### src/rtl/branch_resolve_unit_pkg.sv
// ============================================================================
// branch_resolve_unit_pkg : shared opcodes, func3 codes and predictor encodings
// Revision 1.0
// ============================================================================
`default_nettype none

package branch_resolve_unit_pkg;

  localparam logic [6:0] OP_BRANCH = 7'b1100011;

  localparam logic [2:0] F3_BEQ  = 3'b000;
  localparam logic [2:0] F3_BNE  = 3'b001;
  localparam logic [2:0] F3_BLT  = 3'b100;
  localparam logic [2:0] F3_BGE  = 3'b101;
  localparam logic [2:0] F3_BLTU = 3'b110;
  localparam logic [2:0] F3_BGEU = 3'b111;

  typedef enum logic [1:0] {
    SNT = 2'b00,
    WNT = 2'b01,
    WT  = 2'b10,
    ST  = 2'b11
  } bht_cnt_e;

  // Saturating 2-bit counter step
  function automatic bht_cnt_e bht_next(input bht_cnt_e cur, input logic taken);
    bht_cnt_e nxt;
    nxt = cur;
    unique case (cur)
      SNT: nxt = taken ? WNT : SNT;
      WNT: nxt = taken ? WT  : SNT;
      WT:  nxt = taken ? ST  : WNT;
      ST:  nxt = taken ? ST  : WT;
      default: nxt = cur;
    endcase
    return nxt;
  endfunction

endpackage

`default_nettype wire

### src/rtl/branch_resolve_unit_bht_table.sv
// ============================================================================
// bht_table : 2-bit counter array, one combinational read port, one update port
// Revision 1.0
// ============================================================================
`default_nettype none

module bht_table
  import branch_resolve_unit_pkg::*;
#(
  parameter int DEPTH = 64,
  parameter int IDX_W = 6
) (
  input  logic             clk,
  input  logic             rst_n,
  input  logic [IDX_W-1:0] rd_idx_i,
  output logic [1:0]       rd_cnt_o,
  input  logic             wr_en_i,
  input  logic [IDX_W-1:0] wr_idx_i,
  input  logic             wr_taken_i
);

  bht_cnt_e cnt_q [DEPTH];

  // Read sees the stored value only; a same-cycle write is not forwarded
  assign rd_cnt_o = cnt_q[rd_idx_i];

  always_ff @(posedge clk or negedge rst_n) begin
    if (!rst_n) begin
      for (int i = 0; i < DEPTH; i++) begin
        cnt_q[i] <= WNT;
      end
    end else if (wr_en_i) begin
      cnt_q[wr_idx_i] <= bht_next(cnt_q[wr_idx_i], wr_taken_i);
    end
  end

endmodule

`default_nettype wire

### src/rtl/branch_resolve_unit.sv
// ============================================================================
// branch_resolve_unit : EX branch compare/decode, bimodal predictor, statistics
// Revision 1.0
// ============================================================================
`default_nettype none

module branch_resolve_unit
  import branch_resolve_unit_pkg::*;
#(
  parameter int XLEN      = 32,
  parameter int BHT_DEPTH = 64,
  parameter int CNT_W     = 16
) (
  input  logic             clk,
  input  logic             rst_n,
  input  logic [XLEN-1:0]  if_pc_i,
  output logic             if_pred_taken_o,
  input  logic             ex_valid_i,
  input  logic [6:0]       ex_op_i,
  input  logic [2:0]       ex_func3_i,
  input  logic [XLEN-1:0]  ex_pc_i,
  input  logic             ex_pred_taken_i,
  input  logic [XLEN-1:0]  src1_i,
  input  logic [XLEN-1:0]  src2_i,
  output logic [XLEN-1:0]  src1_o,
  output logic [XLEN-1:0]  src2_o,
  output logic             take_branch_o,
  output logic             mispredict_o,
  output logic             illegal_br_o,
  output logic [CNT_W-1:0] br_count_o,
  output logic [CNT_W-1:0] mp_count_o
);

  localparam int IDX = $clog2(BHT_DEPTH);
  localparam logic [CNT_W-1:0] CNT_ONE = {{(CNT_W-1){1'b0}}, 1'b1};

  logic             is_branch;
  logic             legal_br;
  logic             cmp_taken;
  logic [1:0]       rd_cnt;
  logic [CNT_W-1:0] br_cnt_q, br_cnt_d;
  logic [CNT_W-1:0] mp_cnt_q, mp_cnt_d;
  logic             unused_pc_bits;

  assign src1_o = src1_i;
  assign src2_o = src2_i;

  assign is_branch = ex_valid_i && (ex_op_i == OP_BRANCH);

  always_comb begin
    cmp_taken    = 1'b0;
    illegal_br_o = 1'b0;
    unique case (ex_func3_i)
      F3_BEQ:  cmp_taken = (src1_i == src2_i);
      F3_BNE:  cmp_taken = (src1_i != src2_i);
      F3_BLT:  cmp_taken = ($signed(src1_i) <  $signed(src2_i));
      F3_BGE:  cmp_taken = ($signed(src1_i) >= $signed(src2_i));
      F3_BLTU: cmp_taken = (src1_i <  src2_i);
      F3_BGEU: cmp_taken = (src1_i >= src2_i);
      default: illegal_br_o = is_branch;
    endcase
  end

  assign legal_br      = is_branch && !illegal_br_o;
  assign take_branch_o = legal_br && cmp_taken;
  assign mispredict_o  = legal_br && (cmp_taken != ex_pred_taken_i);

  bht_table #(
    .DEPTH (BHT_DEPTH),
    .IDX_W (IDX)
  ) u_bht (
    .clk        (clk),
    .rst_n      (rst_n),
    .rd_idx_i   (if_pc_i[IDX+1:2]),
    .rd_cnt_o   (rd_cnt),
    .wr_en_i    (legal_br),
    .wr_idx_i   (ex_pc_i[IDX+1:2]),
    .wr_taken_i (cmp_taken)
  );

  assign if_pred_taken_o = rd_cnt[1];

  // Statistics saturate at all-ones rather than wrapping
  always_comb begin
    br_cnt_d = br_cnt_q;
    mp_cnt_d = mp_cnt_q;
    if (legal_br) begin
      if (!(&br_cnt_q)) br_cnt_d = br_cnt_q + CNT_ONE;
      if (mispredict_o && !(&mp_cnt_q)) mp_cnt_d = mp_cnt_q + CNT_ONE;
    end
  end

  always_ff @(posedge clk or negedge rst_n) begin
    if (!rst_n) begin
      br_cnt_q <= '0;
      mp_cnt_q <= '0;
    end else begin
      br_cnt_q <= br_cnt_d;
      mp_cnt_q <= mp_cnt_d;
    end
  end

  assign br_count_o = br_cnt_q;
  assign mp_count_o = mp_cnt_q;

  assign unused_pc_bits = ^{if_pc_i[XLEN-1:IDX+2], if_pc_i[1:0],
                            ex_pc_i[XLEN-1:IDX+2], ex_pc_i[1:0]};

endmodule

`default_nettype wire

### config.mk
export PLATFORM = sky130hd
export DESIGN_NAME = branch_resolve_unit
export DESIGN_NICKNAME = d
export VERILOG_FILES = /design/src/rtl/branch_resolve_unit_pkg.sv /design/src/rtl/branch_resolve_unit_bht_table.sv /design/src/rtl/branch_resolve_unit.sv
export SDC_FILE = /design/constraint.sdc
export NUM_CORES = 1
export LEC_CHECK = 0
export ABC_CLOCK_PERIOD_IN_PS = 3200
export BUFFER_PORTS_ARGS = -buffer_cell sky130_fd_sc_hd__buf_2
export CAP_MARGIN = 20
export CORE_ASPECT_RATIO = 2
export CORE_MARGIN = 2
export CORE_UTILIZATION = 55
export DETAILED_ROUTE_END_ITERATION = 8
export GPL_ROUTABILITY_DRIVEN = 0
export GPL_TIMING_DRIVEN = 0
export PLACE_DENSITY = 0.82
export SYNTH_ARGS = -nofsm -noshare
export SYNTH_HDL_FRONTEND = slang
export SYNTH_SLANG_ARGS = --single-unit
### constraint.sdc
create_clock -name clk -period 3.2 [get_ports clk]
set_input_delay 0.16 -clock clk [delete_from_list [all_inputs] [get_ports clk]]
set_output_delay 0.16 -clock clk [all_outputs]
set_load 0.05 [all_outputs]
# [Yosys cells after proc, flatten, opt, wreduce, memory -nomap -nowiden]
# Cells that the tools add are included.
# W data, S select, Z words.
[op_classes] add_sub_neg=2 order_cmp=7 eq_ne=12 mux=17 bitwise=3 n_reduce_logical=15
[op_table] operator="$bwmux W128" count=1
[op_table] operator="$ge A32 B32 Y1" count=2
[op_table] operator="$lt A32 B32 Y1" count=2
[op_table] operator="$add A16 B1 Y16 const B" count=2
[op_table] operator="$eq A32 B32 Y1" count=1
[op_table] operator="$ne A32 B32 Y1" count=1
[op_table] operator="$reduce_and A16 Y1" count=2
[op_table] operator="$bmux W2 S6" count=2
[op_table] operator="$mux W2" count=8
[op_table] operator="$ge A7 B7 Y1 const B" count=2
[op_table] operator="$not A6 Y7" count=2
[op_table] operator="$demux W2 S6" count=1
[op_table] operator="$eq A3 B3 Y1 const B" count=4
[op_table] operator="$pmux W2 S4" count=1
[op_table] operator="$eq A7 B7 Y1 const B" count=1
[op_table] operator="$lt A7 B1 Y1 const B" count=1
[op_table] operator="$logic_and A1 B1 Y1" count=6
[op_table] operator="$pmux W1 S6" count=1
[op_table] operator="$reduce_or A6 Y1" count=1
[op_table] operator="$eq A2 B2 Y1 const B" count=2
[op_table] operator="$reduce_and A2 Y1" count=2
[op_table] operator="$eq A3 B1 Y1 const B" count=1
[op_table] operator="$logic_not A3 Y1" count=1
[op_table] operator="$mux W1" count=3
[op_table] operator="5 further kinds" count=6
[word_totals] ff_bits=160 input_bits=142 output_inout_bits=100 word_cells=122

# [Depth between registers and ports, before layout]
[depth] ltp_word=8 ltp_mapped=13 depth_no_buf=11

# [Modules after synthesis]
# A second synthesis with hierarchy kept.
[hier_totals] hier_cells=1040 area_unflattened_um2=11095.6
[modules_own_cells] mod="bht_table" instances=1 cells_each=668 area_per_inst_um2=7847.5 seq_area_each_um2=3283.1
[modules_own_cells] mod="branch_resolve_unit" instances=1 cells_each=372 area_per_inst_um2=3248.1 seq_area_each_um2=800.8

# [Least setup slack after synthesis]
# Ideal clock, no wire load.
[synth_timing] path_type="input to output" from="input port src2_i[31]" to="output port mispredict_o" arrival_ps=2809 required_ps=3040 path_slack_ps=231 path_stages=11 n_path_buf=1 path_cell_list="inv_1 ha_1 nand4_1 nor4b_1 nand4_1 a211oi_2 o211ai_2 nor2_2 buf_4 xnor2_1 nor2_1"
[synth_between] elab_chain_len=4 elab_cells_between_ends=9 cone_classes="order compare: 4; eq/ne: 3; mux: 1; reduce/logical: 1"
[synth_rtl] element="start: declaration" line_no="branch_resolve_unit.sv:24" rtl="input logic [XLEN-1:0] src2_i,"
[synth_rtl] element="$ge A32 B32 Y1, or another cell as far along" line_no="branch_resolve_unit.sv:59" rtl="F3_BGEU: cmp_taken = (src1_i >= src2_i);"
[synth_rtl] element="$pmux W1 S6 *" line_no="branch_resolve_unit.sv:53" rtl="unique case (ex_func3_i)"
[synth_rtl] element="$ne A1 B1 Y1 *" line_no="branch_resolve_unit.sv:66" rtl="assign mispredict_o = legal_br && (cmp_taken != ex_pred_taken_i);"
[synth_rtl] element="$logic_and A1 B1 Y1 *" line_no="branch_resolve_unit.sv:66"
[synth_rtl] element="end: declaration" line_no="branch_resolve_unit.sv:28" rtl="output logic mispredict_o,"
# Mark *: on every way between the ends. The rest lies on a longest branch, timed or not.

# [Worst setup path after layout]
[layout_timing] from="register u_bht.cnt_q[52] (netlist name)" to="register u_bht.cnt_q[39] (netlist name)"
[layout_between] elab_chain_len=7 elab_cells_between_ends=10 cone_classes="eq/ne: 3; mux: 6; reduce/logical: 1"
[layout_rtl] element="start: declaration" line_no="branch_resolve_unit_bht_table.sv:22" rtl="bht_cnt_e cnt_q [DEPTH];"
[layout_rtl] element="start signal: indexed assignment" line_no="branch_resolve_unit_bht_table.sv:33" rtl="cnt_q[wr_idx_i] <= bht_next(cnt_q[wr_idx_i], wr_taken_i);"
[layout_rtl] element="$bmux W2 S6 *" line_no="branch_resolve_unit_bht_table.sv:33"
[layout_rtl] element="$mux W2 (implied by the code) * (2 in series)" line_no="branch_resolve_unit_bht_table.sv:33"
[layout_rtl] element="$eq A2 B2 Y1, or another cell as far along" line_no="branch_resolve_unit_pkg.sv:29" rtl="unique case (cur)"
[layout_rtl] element="$pmux W2 S4 *" line_no="branch_resolve_unit_pkg.sv:29"
[layout_rtl] element="$mux W2 *" line_no="branch_resolve_unit_bht_table.sv:32" rtl="end else if (wr_en_i) begin"
[layout_rtl] element="$bwmux W128 *" line_no="branch_resolve_unit_bht_table.sv:33"
# Mark *: on every way between the ends. The rest lies on a longest branch, timed or not. The select of a mux whose other input is x is not followed.
# A chain may end at the register's enable or synchronous reset.

==> metrics.yaml <==
run_status:
  status: "finished, final reports clean"
critical_path:
  slowest_delay_ns: 0.59
  critPathBufInv: 1
  cp_slowest_cell: "o21ai_0"
  crit_start: "u_bht.cnt_q[52]"
  r2r_cells: 10
  crit_path_start_kind: "flop"
  path_delay_family: "compound AO/OA/AOI/OAI gates"
  cp.required_ns: 3.51
  reg2reg_from: "u_bht.cnt_q[52]"
  critPathKind: "reg2reg"
  crit_chain: "mux2_2 > a32oi_1 > o21ai_0 > o21ai_0 > nand2_1 > a211oi_1 > and3_1 > maj3_2 > buf_2 > o21ai_1"
  critical_path_arrival_ns: 3.38
  cp.depth: 10
  crit_top_cell: "o21ai_0"
  crit_fanout: 10
  cp-end-kind: "flop"
power:
  pwr_density_cell_mw_per_mm2: 407
  peakVddDrop_mv: 0.422
  leakage_nw: 5.56
yosys:
  synth_area_leaders: "dfrtp_1 (24%), dfstp_2 (17%), mux2_2 (8.3%)"
  yosysSeqAreaShare: 0.413
  synth_top_area_share: 0.243
  syn_area_mm2: 0.00989
  synth_edf_count: 0
  yosysTopAreaCell: "dfrtp_1"
  synthCells: 979
  syn_nets: 1155
  synth_top_flop_cell: "dfrtp_1"
  synth_cell_type_count: 66
  ys_warn_count: 0
  avgSynthCellArea_um2: 10.1
  ys_ff_latch: 160
  async_flop_share: 1.00
global_route:
  globalRouteOverflowTotal: 0
  grt_max_degree: 83
  antenna_found_initial: 0
  grt_pass1_vias: 8940
  grt_first_pass_wirelength_mm: 47.2
  track_usage: 0.320
clock_network:
  htreeDepth: 4
  clk_pin_slew_worst_paths_ns: 0.07
  cts_tree: "built"
  insertion_delay_ns: 0.44
  cts_made_buffers: 17
  clock_sinks: 160
  cts-root-buf: "clkbuf_16"
  ctsLongestPathBuffers: 2
final_layout:
  drive_gt1_frac: 0.414
  area_growth_syn_to_layout_pct: 19.0
  diodes: 0
  post-route-util: 0.665
  fin_cells: 1416
  nets: 1366
floorplan:
  initial_core_util: 0.559
  core_mm2: 0.0177
  die-height_um: 194
  pin_count: 242
  die-area_mm2: 0.0191
  die-width_um: 98.8
  row_count: 69
min_path:
  hold_class: "in2reg"
  worstHoldStart: "ex_pc_i[5]"
  holdPathStages: 5
detailed_routing:
  routedWlPerCell_um: 21.4
  routed_via_density: 6.19
  drc: 0
  firstDrtPassIters: 8
  antenna_left: 0
  routed-via-count: 8767
  totalWireLength_mm: 30.3
  drt-initial-drc-count: 862
place:
  numPortBuffers: 185
  dp_hpwl_mm: 22.6
  placedCellCount: 1378
timing:
  finClkSkew_ns: 0.0110
  rsz0062_at_grt: "no"
  drv_slew: 0
  hold_viol: 0
  min_period_ns: 3.07
  whs_ns: 0.193
  max_freq_mhz: 325
  setup_viol: 0
  worst_slew_pin_slew_ns: 1.09
  slew_headroom: 0.269
  finalCritPeriodShare: 0.961
run:
  cap_violations: 0
==> worst reg2reg max path, cell delays in order, from the launching register on <==
cell and delay, ns:
dfstp_2 0.37, mux2_2 0.26, a32oi_1 0.19, o21ai_0 0.13, o21ai_0 0.59, nand2_1 0.15, a211oi_1 0.21, and3_1 0.25
maj3_2 0.36, buf_2 0.35, o21ai_1 0.10
==> what timing repair did <==
action	4_1_cts	5_1_grt
buffers inserted	2	0
pin swaps	2	0
endpoints found under the setup margin	2	1
resized for setup	4	4
endpoints found under the hold margin	49	0
hold buffers	1	0
==> sequential cells by signal, indices dropped and copies added, names as in the netlist <==
signal and count:
br_count_o 16, mp_count_o 16, u_bht.cnt_q 128
==> final timing paths <==
check,slack (ns),end
worst max-delay path,0.13,u_bht.cnt_q[39]
worst min-delay path,0.19,u_bht.cnt_q[37]
worst max register to register,0.13,u_bht.cnt_q[39]
worst min register to register,0.48,mp_count_o[9]
max in group asynchronous,2.01,u_bht.cnt_q[120]
min in group asynchronous,0.30,mp_count_o[9]
==> kinds of logic (layout without fill, tap and decap cells) <==
| kind of cell | count (synthesis) | count (layout) | synth area share |
|---|---|---|---|
| muxes | 122 | 122 | 0.165 |
| adders and majority gates | 36 | 36 | 0.0456 |
| and+or+nand+nor | 322 | 322 | 0.158 |
| DFF | 160 | 160 | 0.413 |
| buffers and inverters | 144 | 368 | 0.0904 |
| xor gates and xnor gates | 30 | 30 | 0.0266 |
| AOI/OAI and AO/OA | 165 | 165 | 0.102 |
==> metal layers <==
layer | routed length [um] | global-route usage | vias to the layer above
met2 | 15700 | 0.562 | 568
li1 | - | - | 3869
met3 | 2570 | 0.0786 | 180
met1 | 9540 | 0.316 | 4150
met4 | 2550 | 0.241 | 0
met5 | 0 | 0 | -
==> where the power goes <==
part,total [mW],switching [mW],internal (mW)
sequential,2.04,0.00589,2.03
clock,1.97,0.888,1.08
combinational,0.778,0.515,0.263
==> placed cells by master, fill, tap and decap left out, types with 6 or more instances in the layout <==
master,n
dfstp_2,64
nor2b_1,6
mux4_2,25
o21ai_1,45
mux2_2,73
inv_1,37
nand2_1,126
o21ai_0,16
xnor2_1,11
buf_6,12
clkbuf_16,17
and3_1,18
nand3_1,29
nand3b_1,6
xor2_1,19
nand4b_1,6
a22oi_1,17
mux2i_1,22
nor2_1,65
nand4_1,18
a31oi_1,7
ha_1,34
buf_4,70
dfrtp_1,96
and2_1,6
buf_2,198
a221oi_1,10
a21oi_1,43
inv_6,6
clkbuf_1,14
==> cells in the mapped netlist (3+ instances only) <==
cell type    n
nand2b_1     5
o22ai_1      5
a221oi_1    10
or2_2        3
mux2i_1     22
mux4_2      25
buf_6       11
nand3_1     29
nand4b_1     6
xnor2_1     11
nand3b_1     6
buf_2       12
inv_1       37
ha_1        34
clkbuf_1    14
and3b_1      3
o21ai_0     17
nor2_1      65
a31oi_1      8
nor3_1       8
dfrtp_1     96
xor2_1      19
a22o_1       3
a21oi_1     43
nor2b_1      6
nand4_1     18
o21ai_1     44
buf_4       68
nor3b_1      5
dfstp_2     64
nand2_1    126
and2_1       6
and4_1       3
a22oi_1     17
and3_1      18
mux2_2      73
a222oi_1     4
==> final cells by class <==
class	instances	area, um2
fillers	1414	5930
multi-input cells	675	4950
flip-flops and latches	160	4080
repair buffers	192	1000
plain buffers	106	759
clock buffers	18	429
well taps	213	267
inverters	38	143
clock inverters	14	131
==> stage by stage <==
| stage | worst slack [ns] | cell area (um2) | power [mW] | TNS [ns] |
|---|---|---|---|---|
| floorplan | 0.231 | 9890 | 2.57 | 0 |
| global placement | -0.366 | 11100 | 2.82 | -45.69 |
| detailed placement | -0.310 | 11100 | 2.83 | -11.50 |
| CTS | 0.101 | 11700 | 4.79 | 0 |
| global route | 0.0110 | 11800 | 4.94 | 0 |
| finish | 0.126 | 11800 | 4.79 | 0 |
Note: power is estimated with default switching activity, not from simulation.
